===== config.mk =====
export PLATFORM = sky130hd
export DESIGN_NAME = salu_issue_sched
export DESIGN_NICKNAME = d
export VERILOG_FILES = /design/src/rtl/salu_issue_sched.sv
export SDC_FILE = /design/constraint.sdc
export NUM_CORES = 1
export LEC_CHECK = 0
export BUFFER_PORTS_ARGS = -buffer_cell sky130_fd_sc_hd__buf_2
export CAP_MARGIN = 20
export CORE_MARGIN = 1.5
export CORE_UTILIZATION = 30
export DETAILED_ROUTE_END_ITERATION = 10
export PLACE_DENSITY = 0.6
export SYNTH_ARGS = -nofsm -noshare
export SYNTH_HDL_FRONTEND = slang
export SYNTH_SLANG_ARGS = --single-unit

===== constraint.sdc =====
create_clock -name clk -period 6.4 [get_ports clk]
set_input_delay 0 -clock clk [delete_from_list [all_inputs] [get_ports clk]]
set_output_delay 0 -clock clk [all_outputs]
set_load 0.05 [all_outputs]

===== src/rtl/salu_issue_sched.sv =====
// SALU issue scheduler: round-robin share of the scalar ALU between
// wavefront requesters, multiply sequencing and branch hold-off.
module salu_issue_sched #(
    parameter int NUM_REQ = 8,
    parameter int IDX_W   = 3,
    parameter int MUL_LAT = 3
) (
    input  logic               clk,
    input  logic               rst_n,
    input  logic [NUM_REQ-1:0] req,
    input  logic [NUM_REQ-1:0] req_is_mul,
    input  logic [NUM_REQ-1:0] req_is_branch,
    input  logic               branch_done,
    input  logic [IDX_W-1:0]   branch_done_idx,
    output logic               issue_valid,
    output logic [IDX_W-1:0]   issue_idx,
    output logic [NUM_REQ-1:0] grant,
    output logic               retire_valid,
    output logic [IDX_W-1:0]   retire_idx,
    output logic               salu_busy,
    output logic [NUM_REQ-1:0] br_pend
);

    typedef enum logic [0:0] {IDLE, MUL_WAIT} state_t;

    state_t             state_q, state_d;
    logic [3:0]         mul_cnt_q, mul_cnt_d;
    logic [IDX_W-1:0]   mul_idx_q, mul_idx_d;
    logic [IDX_W-1:0]   rr_q, rr_d;
    logic               plain_q, plain_d;

    logic               issue_valid_d;
    logic [IDX_W-1:0]   issue_idx_d;
    logic [NUM_REQ-1:0] grant_d;
    logic               retire_valid_d;
    logic [IDX_W-1:0]   retire_idx_d;
    logic               salu_busy_d;
    logic [NUM_REQ-1:0] br_pend_d;

    logic [NUM_REQ-1:0] elig;
    logic               win_found;
    logic [IDX_W-1:0]   win_idx;
    logic [IDX_W-1:0]   cand;
    logic               win_br, win_mul;
    logic               issue_ok, do_issue;
    logic               bd_hit, mul_fin;

    // grant holds last cycle's winner, masking a req that has not dropped yet
    assign elig = req & ~br_pend & ~grant;

    always_comb begin
        win_found = 1'b0;
        win_idx   = '0;
        cand      = '0;
        for (int k = 0; k < NUM_REQ; k++) begin
            cand = IDX_W'((int'(rr_q) + k) % NUM_REQ);
            if (!win_found && elig[cand]) begin
                win_found = 1'b1;
                win_idx   = cand;
            end
        end
    end

    assign win_br   = req_is_branch[win_idx];
    assign win_mul  = req_is_mul[win_idx] & ~win_br;
    assign bd_hit   = branch_done & br_pend[branch_done_idx];
    assign mul_fin  = (state_q == MUL_WAIT) && (mul_cnt_q == 4'd0);
    // the multiply's final cycle may launch, as its retire frees the ALU
    assign issue_ok = !branch_done &&
                      !((state_q == MUL_WAIT) && (mul_cnt_q != 4'd0));
    assign do_issue = issue_ok & win_found;

    always_comb begin
        issue_valid_d  = do_issue;
        issue_idx_d    = do_issue ? win_idx : issue_idx;
        grant_d        = '0;
        plain_d        = do_issue & ~win_br & ~win_mul;
        rr_d           = rr_q;
        br_pend_d      = br_pend;
        retire_valid_d = 1'b0;
        retire_idx_d   = retire_idx;
        state_d        = state_q;
        mul_cnt_d      = mul_cnt_q;
        mul_idx_d      = mul_idx_q;
        salu_busy_d    = salu_busy;

        if (do_issue) begin
            grant_d = {{(NUM_REQ-1){1'b0}}, 1'b1} << win_idx;
            rr_d    = IDX_W'((int'(win_idx) + 1) % NUM_REQ);
        end

        if (bd_hit)
            br_pend_d[branch_done_idx] = 1'b0;
        if (do_issue && win_br)
            br_pend_d[win_idx] = 1'b1;

        // branch owns the retire slot; a finishing multiply waits a cycle
        if (bd_hit) begin
            retire_valid_d = 1'b1;
            retire_idx_d   = branch_done_idx;
        end else if (mul_fin) begin
            retire_valid_d = 1'b1;
            retire_idx_d   = mul_idx_q;
        end else if (plain_q) begin
            retire_valid_d = 1'b1;
            retire_idx_d   = issue_idx;
        end

        unique case (state_q)
            IDLE: begin
                if (do_issue && win_mul) begin
                    state_d     = MUL_WAIT;
                    mul_cnt_d   = 4'(MUL_LAT - 1);
                    mul_idx_d   = win_idx;
                    salu_busy_d = 1'b1;
                end
            end
            MUL_WAIT: begin
                if (mul_cnt_q != 4'd0) begin
                    mul_cnt_d = mul_cnt_q - 4'd1;
                end else if (!bd_hit) begin
                    state_d     = IDLE;
                    salu_busy_d = 1'b0;
                    if (do_issue && win_mul) begin
                        state_d     = MUL_WAIT;
                        mul_cnt_d   = 4'(MUL_LAT - 1);
                        mul_idx_d   = win_idx;
                        salu_busy_d = 1'b1;
                    end
                end
            end
            default: state_d = IDLE;
        endcase
    end

    always_ff @(posedge clk or negedge rst_n) begin
        if (!rst_n) begin
            state_q      <= IDLE;
            mul_cnt_q    <= '0;
            mul_idx_q    <= '0;
            rr_q         <= '0;
            plain_q      <= 1'b0;
            issue_valid  <= 1'b0;
            issue_idx    <= '0;
            grant        <= '0;
            retire_valid <= 1'b0;
            retire_idx   <= '0;
            salu_busy    <= 1'b0;
            br_pend      <= '0;
        end else begin
            state_q      <= state_d;
            mul_cnt_q    <= mul_cnt_d;
            mul_idx_q    <= mul_idx_d;
            rr_q         <= rr_d;
            plain_q      <= plain_d;
            issue_valid  <= issue_valid_d;
            issue_idx    <= issue_idx_d;
            grant        <= grant_d;
            retire_valid <= retire_valid_d;
            retire_idx   <= retire_idx_d;
            salu_busy    <= salu_busy_d;
            br_pend      <= br_pend_d;
        end
    end

endmodule


==> impl_metrics.tcl <==
set metrics [dict create \
    regArea_um2 926 \
    dpl.hpwl_mm 7.91 \
    via_per_inst 5.80 \
    final-hold-violation-count 0 \
    route.detailed.drc 0 \
    antennaDiodeCount 0 \
    gp_congestion 0.977 \
    synthesis.nets 391 \
    die_w_um 109 \
    postSynthCellCount 352 \
    num_vias 3143 \
    end_kind "flip-flop" \
    routed_wirelength_mm 10.4 \
    fin_crit_sh_pct 77.6 \
    syn_area_per_cell_um2 9.55 \
    synth_area_leaders "dfrtp_1, mux2i_1, mux4_2" \
    rsz0062_at_grt "false" \
    required_ps 6590 \
    clockBufferDepth 2 \
    drt-initial-drc-count 155 \
    grt_util_met1_pct 25.1 \
    start_kind "flip-flop" \
    holdCritPathClass "in -> reg" \
    antenna_found_initial 0 \
    die-area_mm2 0.0119 \
    synth_compound_area_share_pct 24.0 \
    grt_pass1_vias 3000 \
    initial_utilization_pct 30.9 \
    synth-xor-area-share_pct 0.781 \
    synthAdderAreaFrac_pct 3.35 \
    async_flop_share_pct 100 \
    grt_use_met3_pct 2.09 \
    pin_count 55 \
    path_clk_slew_ps 90 \
    final_layout_size_suffix_gt1_share_pct 29.9 \
    status "finished clean" \
    tns_ps 0 \
    clock-sinks 37 \
    cts_repair_resize_count 0 \
    fmax_mhz 201 \
    grtUsageMet2_pct 29.5 \
    finalSetupViolCount 0 \
    synth_edf_count 0 \
    grt_usage_pct 18.1 \
    synth_most_common_cell "dfrtp_1" \
    port_buffers 54 \
    critPathArrivalTime_ps 5150 \
    cts_buffers 5 \
    fin_nets 440 \
    multi_input_area_mm2 0.00226 \
    synth_largest_area_cell "dfrtp_1" \
    clkLatencyLatePin_ps 290 \
    cts_tree "done" \
    rows 38 \
    drv_slew 0 \
    synthSimpleGateAreaFrac_pct 23.3 \
    cp_max_fo 19 \
    synth_common_cells "dfrtp_1, nor2_1, nand2_1" \
    grt-busiest-layer "met2" \
    crit_type "reg -> reg" \
    fin_worst_skew_ps 14.4 \
    core_mm2 0.0109 \
    drv_cap 0 \
    synth_top_family_by_area "compound AO/OA/AOI/OAI gates" \
    overflow 0 \
    slew_headroom_pct 36.7 \
    synth.top_cell.area_share_pct 27.5 \
    cts-root-buf "clkbuf_8" \
    layout_min_cycle_time_ps 4970 \
    antenna_left 0 \
    die-height_um 109 \
    worst_pin_slew_ps 947 \
    ys_types 82 \
    synthesis.area_mm2 0.00336 \
    grt_max_degree 38 \
    ys_ff_latch 37 \
    synth.yosys.seq_area_share_pct 27.5 \
    wire_per_inst_um 19.2 \
    grt_pass1_wl_mm 16.4 \
    muxShareOfSynthArea_pct 15.7 \
    drtPass1Iterations 6 \
    syn2layout_area_growth_pct 14.0 \
    cts.htree.levels 2 \
    yosys_warnings 0 \
    fillers 1112 \
    synth_ff_type "dfrtp_1" \
]
logic make-up (layout without fill, tap and decap cells):
logic type | Yosys count | after routing
muxes | 39 | 39
adders and majority gates | 9 | 9
DFF | 37 | 37
xor gates and xnor gates | 3 | 3
buffers and inverters | 33 | 83
AOI/OAI and AO/OA | 103 | 103
and+or+nand+nor | 128 | 128
placed cells by master (no fill, tap or decap), types with 4 or more instances in the layout:
cell type	synthesis	final
nor4b_1	5	5
nand3_1	4	4
buf_2	3	54
nand2b_1	4	4
a2111oi_0	4	4
a32o_1	4	4
and2_1	5	5
nor3b_2	6	7
a22oi_1	4	4
mux2_2	4	4
mux4_2	9	9
nor3_1	11	11
o21ai_0	13	13
clkbuf_8	0	5
nor2_1	31	31
buf_4	5	6
a21oi_1	20	20
nand2_1	30	30
a22o_1	4	4
inv_1	7	7
a211oi_1	9	9
dfrtp_1	37	37
ha_1	9	9
mux2i_1	22	22
inv_2	6	6
final timing paths:
check                                    from       endpoint  slack [ps]  cells past startpoint
max                                   rr_q[1]   mul_idx_q[2]        1430                     14
min                        branch_done_idx[2]  retire_idx[2]          50                      3
max reg2reg                           rr_q[1]   mul_idx_q[2]        1430                     14
min reg2reg                         salu_busy      salu_busy         520                      2
max in group asynchronous               rst_n     br_pend[6]        5480                      2
min in group asynchronous               rst_n  retire_idx[1]         370                      2
metal layers:
layer  share of wire (%)  routed length, um
met5                   0                  0
met4                 1.9                202
met3                 6.5                679
met2                  48               4940
met1                  44               4570
registers in the layout, summed over array words and instances, names as in the netlist:
register	cells
plain_q	1
grant	8
retire_idx	3
mul_idx_q	3
retire_valid	1
rr_q	3
issue_valid	1
mul_cnt_q	4
state_q	1
br_pend	8
salu_busy	1
issue_idx	3
worst max-delay path: stages, from the launching register on:
cell       delay [ps]
dfrtp_1           390
inv_2             170
ha_1              530
nor4b_2           590
a2111oi_1         120
nor4_1            570
o32ai_4           190
nand2_1           200
nor2_1             60
o21bai_1          740
inv_2             210
a31o_2            300
o22ai_4           180
nand4_4           220
mux2_4            360
stage by stage:
stage	util (%)	setup slack, ps	instances	instance area [um2]	hold slack (ps)
2_1_floorplan	-	2210	352	3360	-296
3_3_place_gp	34.3	1710	533	3730	147
3_5_place_dp	34.3	1520	533	3730	164
4_1_cts	35.2	1530	542	3830	29.0
5_1_grt	35.2	1110	542	3830	67.5
6_report	35.2	1430	542	3830	45.4
what timing repair did:
item                                   in CTS  in global routing
setup buffers                               0                  0
endpoints found under the hold margin      37                  0
hold buffers                                1                  0
final cells by class:
class                      instances  share of cell area [%]
tap                              140                    4.57
clock buffer                       5                    1.79
sequential                        37                    24.1
inverter                          14                    1.37
multi-input combinational        282                    59.0
clock inverter                     3                   0.653
timing repair buffer              61                    8.48
Power is not shown: default switching activity piles up to over one toggle a cycle in this logic, so the estimate is an artifact.
